==> src/rtl/serial_adder.sv <==
// Bit-serial adder/subtractor: a single full-adder cell is reused over WIDTH cycles.
// Operands are latched on start, and the result is published with a one-cycle done pulse.
module serial_adder #(
  parameter int WIDTH = 4
) (
  input  logic             clk,
  input  logic             rst,
  input  logic             start,
  input  logic             sub,
  input  logic [WIDTH-1:0] a,
  input  logic [WIDTH-1:0] b,
  input  logic             cin,
  output logic [WIDTH-1:0] sum,
  output logic             cout,
  output logic             overflow,
  output logic             busy,
  output logic             done
);

  localparam int CNT_W = (WIDTH > 1) ? $clog2(WIDTH) : 1;
  localparam logic [CNT_W-1:0] LAST_BIT = CNT_W'(WIDTH - 1);

  typedef enum logic [1:0] {S_IDLE, S_RUN, S_DONE} state_t;

  state_t           r_state;
  logic [WIDTH-1:0] r_op_a;
  logic [WIDTH-1:0] r_op_b;
  logic [WIDTH-1:0] r_res;
  logic [WIDTH-1:0] r_sum;
  logic [CNT_W-1:0] r_cnt;
  logic             r_carry;
  logic             r_cout;
  logic             r_overflow;
  logic             r_busy;
  logic             r_done;

  logic             w_bit;
  logic             w_carry_next;
  logic             w_last;
  logic [WIDTH-1:0] w_res_next;

  assign w_bit        = r_op_a[0] ^ r_op_b[0] ^ r_carry;
  assign w_carry_next = (r_op_a[0] & r_op_b[0]) | (r_op_a[0] & r_carry) | (r_op_b[0] & r_carry);
  assign w_last       = (r_cnt == LAST_BIT);

  // Each new bit enters at the MSB, so after WIDTH shifts bit 0 sits at the LSB.
  generate
    if (WIDTH == 1) begin : g_res_single
      assign w_res_next = w_bit;
    end else begin : g_res_multi
      assign w_res_next = {w_bit, r_res[WIDTH-1:1]};
    end
  endgenerate

  always_ff @(posedge clk or posedge rst) begin
    if (rst) begin
      r_state    <= S_IDLE;
      r_op_a     <= '0;
      r_op_b     <= '0;
      r_res      <= '0;
      r_sum      <= '0;
      r_cnt      <= '0;
      r_carry    <= 1'b0;
      r_cout     <= 1'b0;
      r_overflow <= 1'b0;
      r_busy     <= 1'b0;
      r_done     <= 1'b0;
    end else begin
      r_done <= 1'b0;
      case (r_state)
        S_RUN: begin
          r_op_a  <= r_op_a >> 1;
          r_op_b  <= r_op_b >> 1;
          r_carry <= w_carry_next;
          r_res   <= w_res_next;
          r_cnt   <= w_last ? '0 : r_cnt + 1'b1;
          if (w_last) begin
            // r_carry is still the carry into the MSB at this point.
            r_state    <= S_DONE;
            r_busy     <= 1'b0;
            r_done     <= 1'b1;
            r_sum      <= w_res_next;
            r_cout     <= w_carry_next;
            r_overflow <= r_carry ^ w_carry_next;
          end
        end
        default: begin
          // The done cycle also serves as the first idle cycle, so a held start
          // gives one operation every WIDTH+1 cycles.
          if (start) begin
            r_state <= S_RUN;
            r_busy  <= 1'b1;
            r_op_a  <= a;
            r_op_b  <= sub ? ~b : b;
            r_carry <= sub | cin;
            r_cnt   <= '0;
            r_res   <= '0;
          end else begin
            r_state <= S_IDLE;
          end
        end
      endcase
    end
  end

  assign sum      = r_sum;
  assign cout     = r_cout;
  assign overflow = r_overflow;
  assign busy     = r_busy;
  assign done     = r_done;

endmodule

==> config.mk <==
export PLATFORM = sky130hd
export DESIGN_NAME = serial_adder
export DESIGN_NICKNAME = d
export VERILOG_FILES = /design/src/rtl/serial_adder.sv
export SDC_FILE = /design/constraint.sdc
export NUM_CORES = 1
export LEC_CHECK = 0
export BUFFER_PORTS_ARGS = -buffer_cell sky130_fd_sc_hd__buf_2
export CORE_AREA = 2 2 70 72
export DETAILED_ROUTE_END_ITERATION = 16
export DIE_AREA = 0 0 72 74
export GPL_ROUTABILITY_DRIVEN = 0
export SKIP_CTS_REPAIR_TIMING = 1
export SYNTH_ARGS = -nofsm -noshare
export SYNTH_HDL_FRONTEND = slang
export SYNTH_SLANG_ARGS = --single-unit
==> constraint.sdc <==
create_clock -name clk -period 1.4 [get_ports clk]
set_clock_uncertainty 0.2 [all_clocks]
set_input_delay 0.21 -clock clk [delete_from_list [all_inputs] [get_ports clk]]
set_output_delay 0.21 -clock clk [all_outputs]
set_load 0.01 [all_outputs]
# Word level (Yosys, flattened, before mapping)
# Index checks and enable logic that the tools add are counted.
# W data, S select, Z words.
dict set report word_totals {
  register_bits 25
  input_bits 13
  word_cells 48
}
dict set report classes {
  addsub 1
  eq_ne 3
  muxes 20
  bitwise 10
  n_reduce_logical 3
}
# operator n
set op_table {}
lappend op_table {{$mux W4} 7}
lappend op_table {{$mux W2} 5}
lappend op_table {{$mux W1} 8}
lappend op_table {{$not A4 Y4} 1}
lappend op_table {{$reduce_and A2 Y1} 2}
lappend op_table {{$and A1 B1 Y1} 3}
lappend op_table {{$or A1 B1 Y1} 3}
lappend op_table {{$xor A1 B1 Y1} 3}
lappend op_table {{$add A2 B1 Y2 const B} 1}
lappend op_table {{$eq A2 B1 Y1 const B} 1}
lappend op_table {{$eq A2 B2 Y1 const B} 1}
lappend op_table {{$ne A2 B2 Y1 const B} 1}
lappend op_table {{$reduce_bool A2 Y1} 1}

# Longest topological paths before layout
# Gate-level depths: netlist of the first run.
dict set report depth {
  depth_word 4
  ltp_mapped 5
  ltp_nobuf 4
}

# Least setup slack after synthesis of the first run
# OpenSTA, ideal clock, no wires.
dict set report synth_path {
  path_kind {reg2reg}
  start {register r_op_a[0]}
  end {register r_sum[3], in the netlist sum[3]}
  setup_ps 125
  arrival_time_ps 1114
  required_time_ps 1075
  setup_slack_ps -39
  stages_incl_launch_ff 3
  synth_period_minus_slack_ps 1439
  cell_sequence {dfrtp_1 fa_1 mux2_2}
}
dict set report synth_via {
  elab_chain_len 2
}
# element line_no
set synth_lines {}
lappend synth_lines {{start, declared} 26} ;# logic [WIDTH-1:0] r_op_a;
lappend synth_lines {{start signal, assigned} 72} ;# r_op_a <= r_op_a >> 1;
lappend synth_lines {{$xor A1 B1 Y1 (2 in a row)} 42} ;# assign w_bit = r_op_a[0] ^ r_op_b[0] ^ r_carry;
lappend synth_lines {{via w_bit} 37} ;# logic w_bit;
lappend synth_lines {{end signal, assigned} 82} ;# r_sum <= w_res_next;
lappend synth_lines {{end, declared} 29} ;# logic [WIDTH-1:0] r_sum;
# The timed path passes the listed nets, and every way through them passes these cells.
# A chain may end at the register's enable or synchronous reset.

# Worst setup path after layout of the first run
# Same ends and word-level chain as after synthesis.

==> results by group, run 1 <==
Routing
  • Routed WL: about 2100 um
  • Final ANT Viol Nets: 0
  • DRC viols: 0
  • Drt wl/cell: around 12 um
  • Total number of vias: roughly 740
  • Via-per-instance ratio: about 4.1
  • DR iter-0 viols: 14
  • DRT Pass-1 Iters: 4

STA
  • RSZ-0062 raised after global routing: true
  • Worst-Margin Slew: 0.394 ns
  • Total Neg Setup Slack: -0.0890 ns
  • Fmax: 687 MHz
  • WHS: 0.0466 ns
  • Tmin final: around 1.5 ns
  • Final Cycle Share: 1.04
  • Final setup margin: -0.0560 ns
  • Endpoints failing setup: 2
  • Final Hold Fails: 0
  • Max Slew Vio Count: 0
  • Slew HR: 0.737

Cells and area
  • Share of post-route cells with drive strength above 1: 0.379
  • Area grow syn2layout: 29.4%
  • Ant. Diodes: 0
  • Layout Nets: 140
  • Most frequent cells in the layout: 24 x dfrtp_1, 20 x buf_2, 11 x nand2_1, 11 x buf_4, 8 x o21ai_0
  • Fill count: 463
  • Commonest non-fill, non-tap cell in the layout: dfrtp_1

Clock network
  • Sink Count: 24
  • Clk Latency, worst-skew pair: 0.26 ns
  • CTS tree: done
  • Max clock buf depth: 2
  • CTS buffer count: 3
  • H-Tree Depth: 1
  • Worst-path clk slew: 0.08 ns
  • Root Buffer: clkbuf_8

Global routing
  • Largest net degree at the start of global routing: 25
  • Number of global-route vias before repair: 835
  • Remaining global-route overflow: 0
  • Global-route wire length before repair: 3680 um
  • Initial antenna violation count: 0
  • All-Layer GR Usage: 0.0876

Die
  • # rows: 25
  • Die ar.: 0.00533 sq mm
  • Initial core utilization: 0.240
  • Die span in x: 72 um
  • Die height: 74 um
  • CORE AREA: between 0.004 and 0.005 sq mm
  • Top-level port count: 21

Min path
  • Hold Path Origin: a[2]
  • Hold Path End: r_op_a[2]
  • Worst Hold Path Cells: 3
  • Hold Crit Class: input port to flop

Worst setup path
  • Reg-to-Reg End: sum[3]
  • Worst r2r src: r_op_a[0]
  • Startpoint class of the critical path: flop
  • Reg-to-reg setup timing slack: -0.06 ns
  • Crit path kind: flop to flop
  • Req. time, crit path: around 1.4 ns
  • Worst EP arrival: 1.41 ns
  • Crit Path Max Fanout: 2
  • Critical Path End Type: flop
  • Worst R2R Path Depth: 2

Power
  • Pwr Density: ~2100 mW/mm^2
  • Leakage Power: 0.725 nW
  • Peak VDD IR: 0.000692 V

Placement
  • Port buffer count: 20
  • Detailed Place HPWL: 1540 um
  • Setup WS pre-CTS: -0.0484 ns

Yosys
  • Syn Area/Cell: 11.9 sq um
  • Post-synth top area share: 0.544
  • Syn_nets: around 110
  • Synth warn: 0
  • Seq cells post-synth: 24
  • Sequential-to-total area share from yosys stat: 0.544
  • Syn Inst Count: 93
  • Mapped cell area: 0.00110 sq mm
  • Largest area contributor in the netlist: dfrtp_1
  • Yosys cell types: 25
  • Synth top area cells: dfrtp_1 54%, mux2i_1 6.3%, mux2_2 5.1%, o21ai_0 4.5%, buf_6 4.1%

Outcome
  • Violated checks: negative setup slack
  • Outcome: finished, violations left

Run
  • Max Cap Viol: 0
-- cell families after synthesis --
| family | count (synthesis) | share of synthesized area |
|---|---|---|
| muxes | 12 | 0.115 |
| xor gates and xnor gates | 5 | 0.0397 |
| and+or+nand+nor | 25 | 0.122 |
| AOI/OAI and AO/OA | 16 | 0.0896 |
| buffers and inverters | 9 | 0.0601 |
| adders and majority gates | 2 | 0.0295 |
| DFF | 24 | 0.544 |
-- registers in the layout (all words and copies together), names as in the netlist --
| signal | count |
|---|---|
| busy | 1 |
| cout | 1 |
| done | 1 |
| overflow | 1 |
| r_carry | 1 |
| r_cnt | 2 |
| r_op_a | 4 |
| r_op_b | 4 |
| r_res | 3 |
| r_state | 2 |
| sum | 4 |
-- worst max-delay path, stage by stage, from the launching register on --
cell and delay (ns):
dfrtp_1 0.41, fa_2 0.47, mux2_2 0.27
-- power by group --
group | switching [W] | total (W) | internal (W)
Sequential | 0.000187 | 0.00117 | 0.000981
Clock | 0.000214 | 0.000595 | 0.000382
Combinational | 0.000570 | 0.00126 | 0.000688
-- synth_stat cells --
cell,n
nand3b_4,1
mux2_2,5
nor2b_4,1
inv_1,3
nor2_1,6
o21a_1,1
nand2_1,11
nor2_2,1
fa_1,1
a211oi_1,1
ha_1,1
buf_2,1
a211oi_2,1
a22o_1,1
xnor2_1,2
o21ai_0,10
dfrtp_1,24
nor2b_1,1
buf_6,4
nand2b_1,4
xor2_1,3
o21ai_1,1
mux2i_1,7
clkbuf_2,1
a21o_1,1
-- worst max path at each step --
stage | from | end | slack [ns]
after floorplan | r_op_a[0] | sum[3] | -0.02
after global placement | r_op_a[0] | sum[3] | -0.03
after detailed placement | r_op_a[0] | sum[3] | -0.05
after CTS | r_op_a[0] | sum[3] | -0.07
after global routing | r_op_a[0] | sum[3] | -0.11
final | r_op_a[0] | sum[3] | -0.06
-- through the flow --
step | total power, W | instances | util | cell area, sq um
2_1_floorplan | 0.00193 | 93 | - | 1110
3_3_place_gp | 0.00213 | 167 | 0.275 | 1260
3_5_place_dp | 0.00222 | 167 | 0.275 | 1260
4_1_cts | 0.00284 | 171 | 0.290 | 1340
5_1_grt | 0.00327 | 178 | 0.310 | 1430
6_report | 0.00302 | 178 | 0.310 | 1430
-- final cells by class --
cell class,count,area [sq um],share of cell area
Tap cell,54,67.6,0.0473
Multi-Input combinational cell,60,474,0.332
Sequential cell,24,601,0.421
Clock inverter,1,30.0,0.0210
Timing Repair Buffer,33,203,0.142
Clock buffer,3,41.3,0.0289
Inverter,3,11.3,0.00789
-- layer usage --
| layer | track usage | vias to the layer above | share of wire | wire length [um] |
|---|---|---|---|---|
| li1 | - | 364 | - | - |
| met1 | 0.100 | 353 | 0.43 | 909 |
| met2 | 0.152 | 19 | 0.50 | 1050 |
| met3 | 0.0366 | 2 | 0.060 | 126 |
| met5 | 0 | - | 0 | 0 |
| met4 | 0.0231 | 0 | 0.0057 | 12 |
No activity file was read; power rests on OpenSTA's default activity.
==> run 2, diff against run 1 <==
Settings changed: SETUP_SLACK_MARGIN from default to 0.02.
==> results by group, run 2 (synthesized netlist as in run 1, its figures left out) <==
Clock network
  • Sink Count: 24
  • CTS tree: done
  • CTS buffer count: 3
  • Worst-path clk slew: 0.09 ns
  • H-Tree Depth: 1
  • Clk Latency, worst-skew pair: between 0.2 and 0.3 ns
  • Root Buffer: clkbuf_8
  • Max clock buf depth: 2

Global routing
  • Largest net degree at the start of global routing: 25
  • Remaining global-route overflow: 0
  • Number of global-route vias before repair: 707
  • All-Layer GR Usage: 0.0824
  • Global-route wire length before repair: 3350 um
  • Initial antenna violation count: 0

Cells and area
  • Area grow syn2layout: 25.2%
  • Ant. Diodes: 0
  • Commonest non-fill, non-tap cell in the layout: dfrtp_1
  • Share of post-route cells with drive strength above 1: 0.372
  • Layout Nets: 137
  • Most frequent cells in the layout: 24 x dfrtp_1, 20 x buf_2, 11 x nand2_1, 9 x buf_4, 8 x o21ai_0
  • Fin cells: between 150 and 200
  • Final instance area: 0.00138 sq mm
  • Final core occ: 0.300

Placement
  • Area post-placement: 0.00127 sq mm
  • Port buffer count: 20
  • Placed Cells: 167
  • Detailed Place HPWL: roughly 1500 um

Worst setup path
  • Worst path max stage delay: 0.47 ns
  • Worst EP arrival: ~1.4 ns
  • Req. time, crit path: 1.36 ns
  • Crit path kind: flop to flop
  • CP max stage cell: fa_2
  • Crit Path Max Fanout: 2
  • Critical Path End Type: flop
  • Startpoint class of the critical path: flop
  • Worst path cell trace: fa_2 > mux2_4

Routing
  • Routed WL: between 1500 and 2000 um
  • Drt wl/cell: 11.3 um
  • Via-per-instance ratio: 4.12
  • Total number of vias: 721
  • DR iter-0 viols: 32
  • DRC viols: 0
  • Final ANT Viol Nets: 0
  • DRT Pass-1 Iters: 4

STA
  • Endpoints failing setup: 6
  • Tmin final: around 1.5 ns
  • Max Slew Vio Count: 0
  • Slew HR: 0.748
  • Final setup margin: -0.0672 ns
  • RSZ-0062 raised after global routing: true
  • Final Hold Fails: 1
  • Worst-Margin Slew: 0.378 ns
  • WHS: -0.00628 ns
  • Final Cycle Share: 1.05
  • Fmax: about 680 MHz

Die
  • # rows: 25
  • Die height: 74 um
  • Initial core utilization: 0.240
  • CORE AREA: 0.00460 sq mm
  • Die span in x: 72 um
  • Die ar.: 0.00533 sq mm
  • Top-level port count: 21

Power
  • Total Power: 0.00289 W
  • Pwr Density: 2090 mW/mm^2
  • Peak VDD IR: about 0.0005 V
  • Leakage Power: 0.699 nW

Outcome
  • Outcome: finished, violations left
  • Violated checks: negative hold slack, negative setup slack

Run
  • Max Cap Viol: 0

Min path
  • Hold Crit Class: input port to flop
[run 2: changes by cell type in the layout (fill, tap and decap cells not counted)]
| cell | delta |
|---|---|
| mux2_2 | +3 |
| ha_2 | +1 |
| mux2_4 | -3 |
| ha_4 | -1 |
| buf_4 | -2 |
| dlygate4sd3_1 | -1 |
[run 2: area by class of cell]
type / instances / area [sq um]
timing repair buffer: 30 / 178
inverter: 3 / 11.3
clock buffer: 3 / 41.3
multi-input combinational: 60 / 453
clock inverter: 1 / 30.0
tap: 54 / 67.6
sequential: 24 / 601
fill: 455 / 3220
[run 2: worst paths after layout]
check | start | end | slack, ns | cells after the start
max | r_carry | sum[3] | -0.07 | 2
min | a[3] | r_op_a[3] | -0.006 | 3
max reg2reg | r_carry | sum[3] | -0.07 | 2
min reg2reg | r_op_a[1] | r_op_a[0] | 0.29 | 2
max in group asynchronous | rst | r_op_a[3] | 0.44 | 4
min in group asynchronous | rst | r_op_b[3] | 0.31 | 4
[run 2: stage by stage]
stage	hold slack, ns	setup TNS (ns)	setup slack (ns)
after detailed placement	0.0763	-0.0483	-0.0463
after CTS	-0.224	-0.117	-0.0605
after floorplan	0.0246	-0.0227	-0.0227
final	-0.00628	-0.121	-0.0672
after global placement	0.0682	-0.0329	-0.0329
after global routing	0.0214	-0.397	-0.109
[run 2: power breakdown]
part | switching [W] | internal, W | total (W)
Sequential | 0.000170 | 0.000981 | 0.00115
Clock | 0.000225 | 0.000382 | 0.000608
Combinational | 0.000536 | 0.000598 | 0.00113
Total | 0.000931 | 0.00196 | 0.00289
[run 2: per-layer routing]
| layer | vias up | global-route usage | part of all wire |
|---|---|---|---|
| met4 | 0 | 0.0314 | 0.013 |
| met5 | - | 0 | 0 |
| met2 | 16 | 0.135 | 0.46 |
| met1 | 343 | 0.105 | 0.47 |
| li1 | 360 | - | - |
| met3 | 2 | 0.0230 | 0.053 |
[run 2: worst max-delay path, delay by kind of cell (launching register included)]
| family | cells | cell delay [ns] |
|---|---|---|
| DFF | 1 | 0.42 |
| adders and majority gates | 1 | 0.47 |
| muxes | 1 | 0.27 |
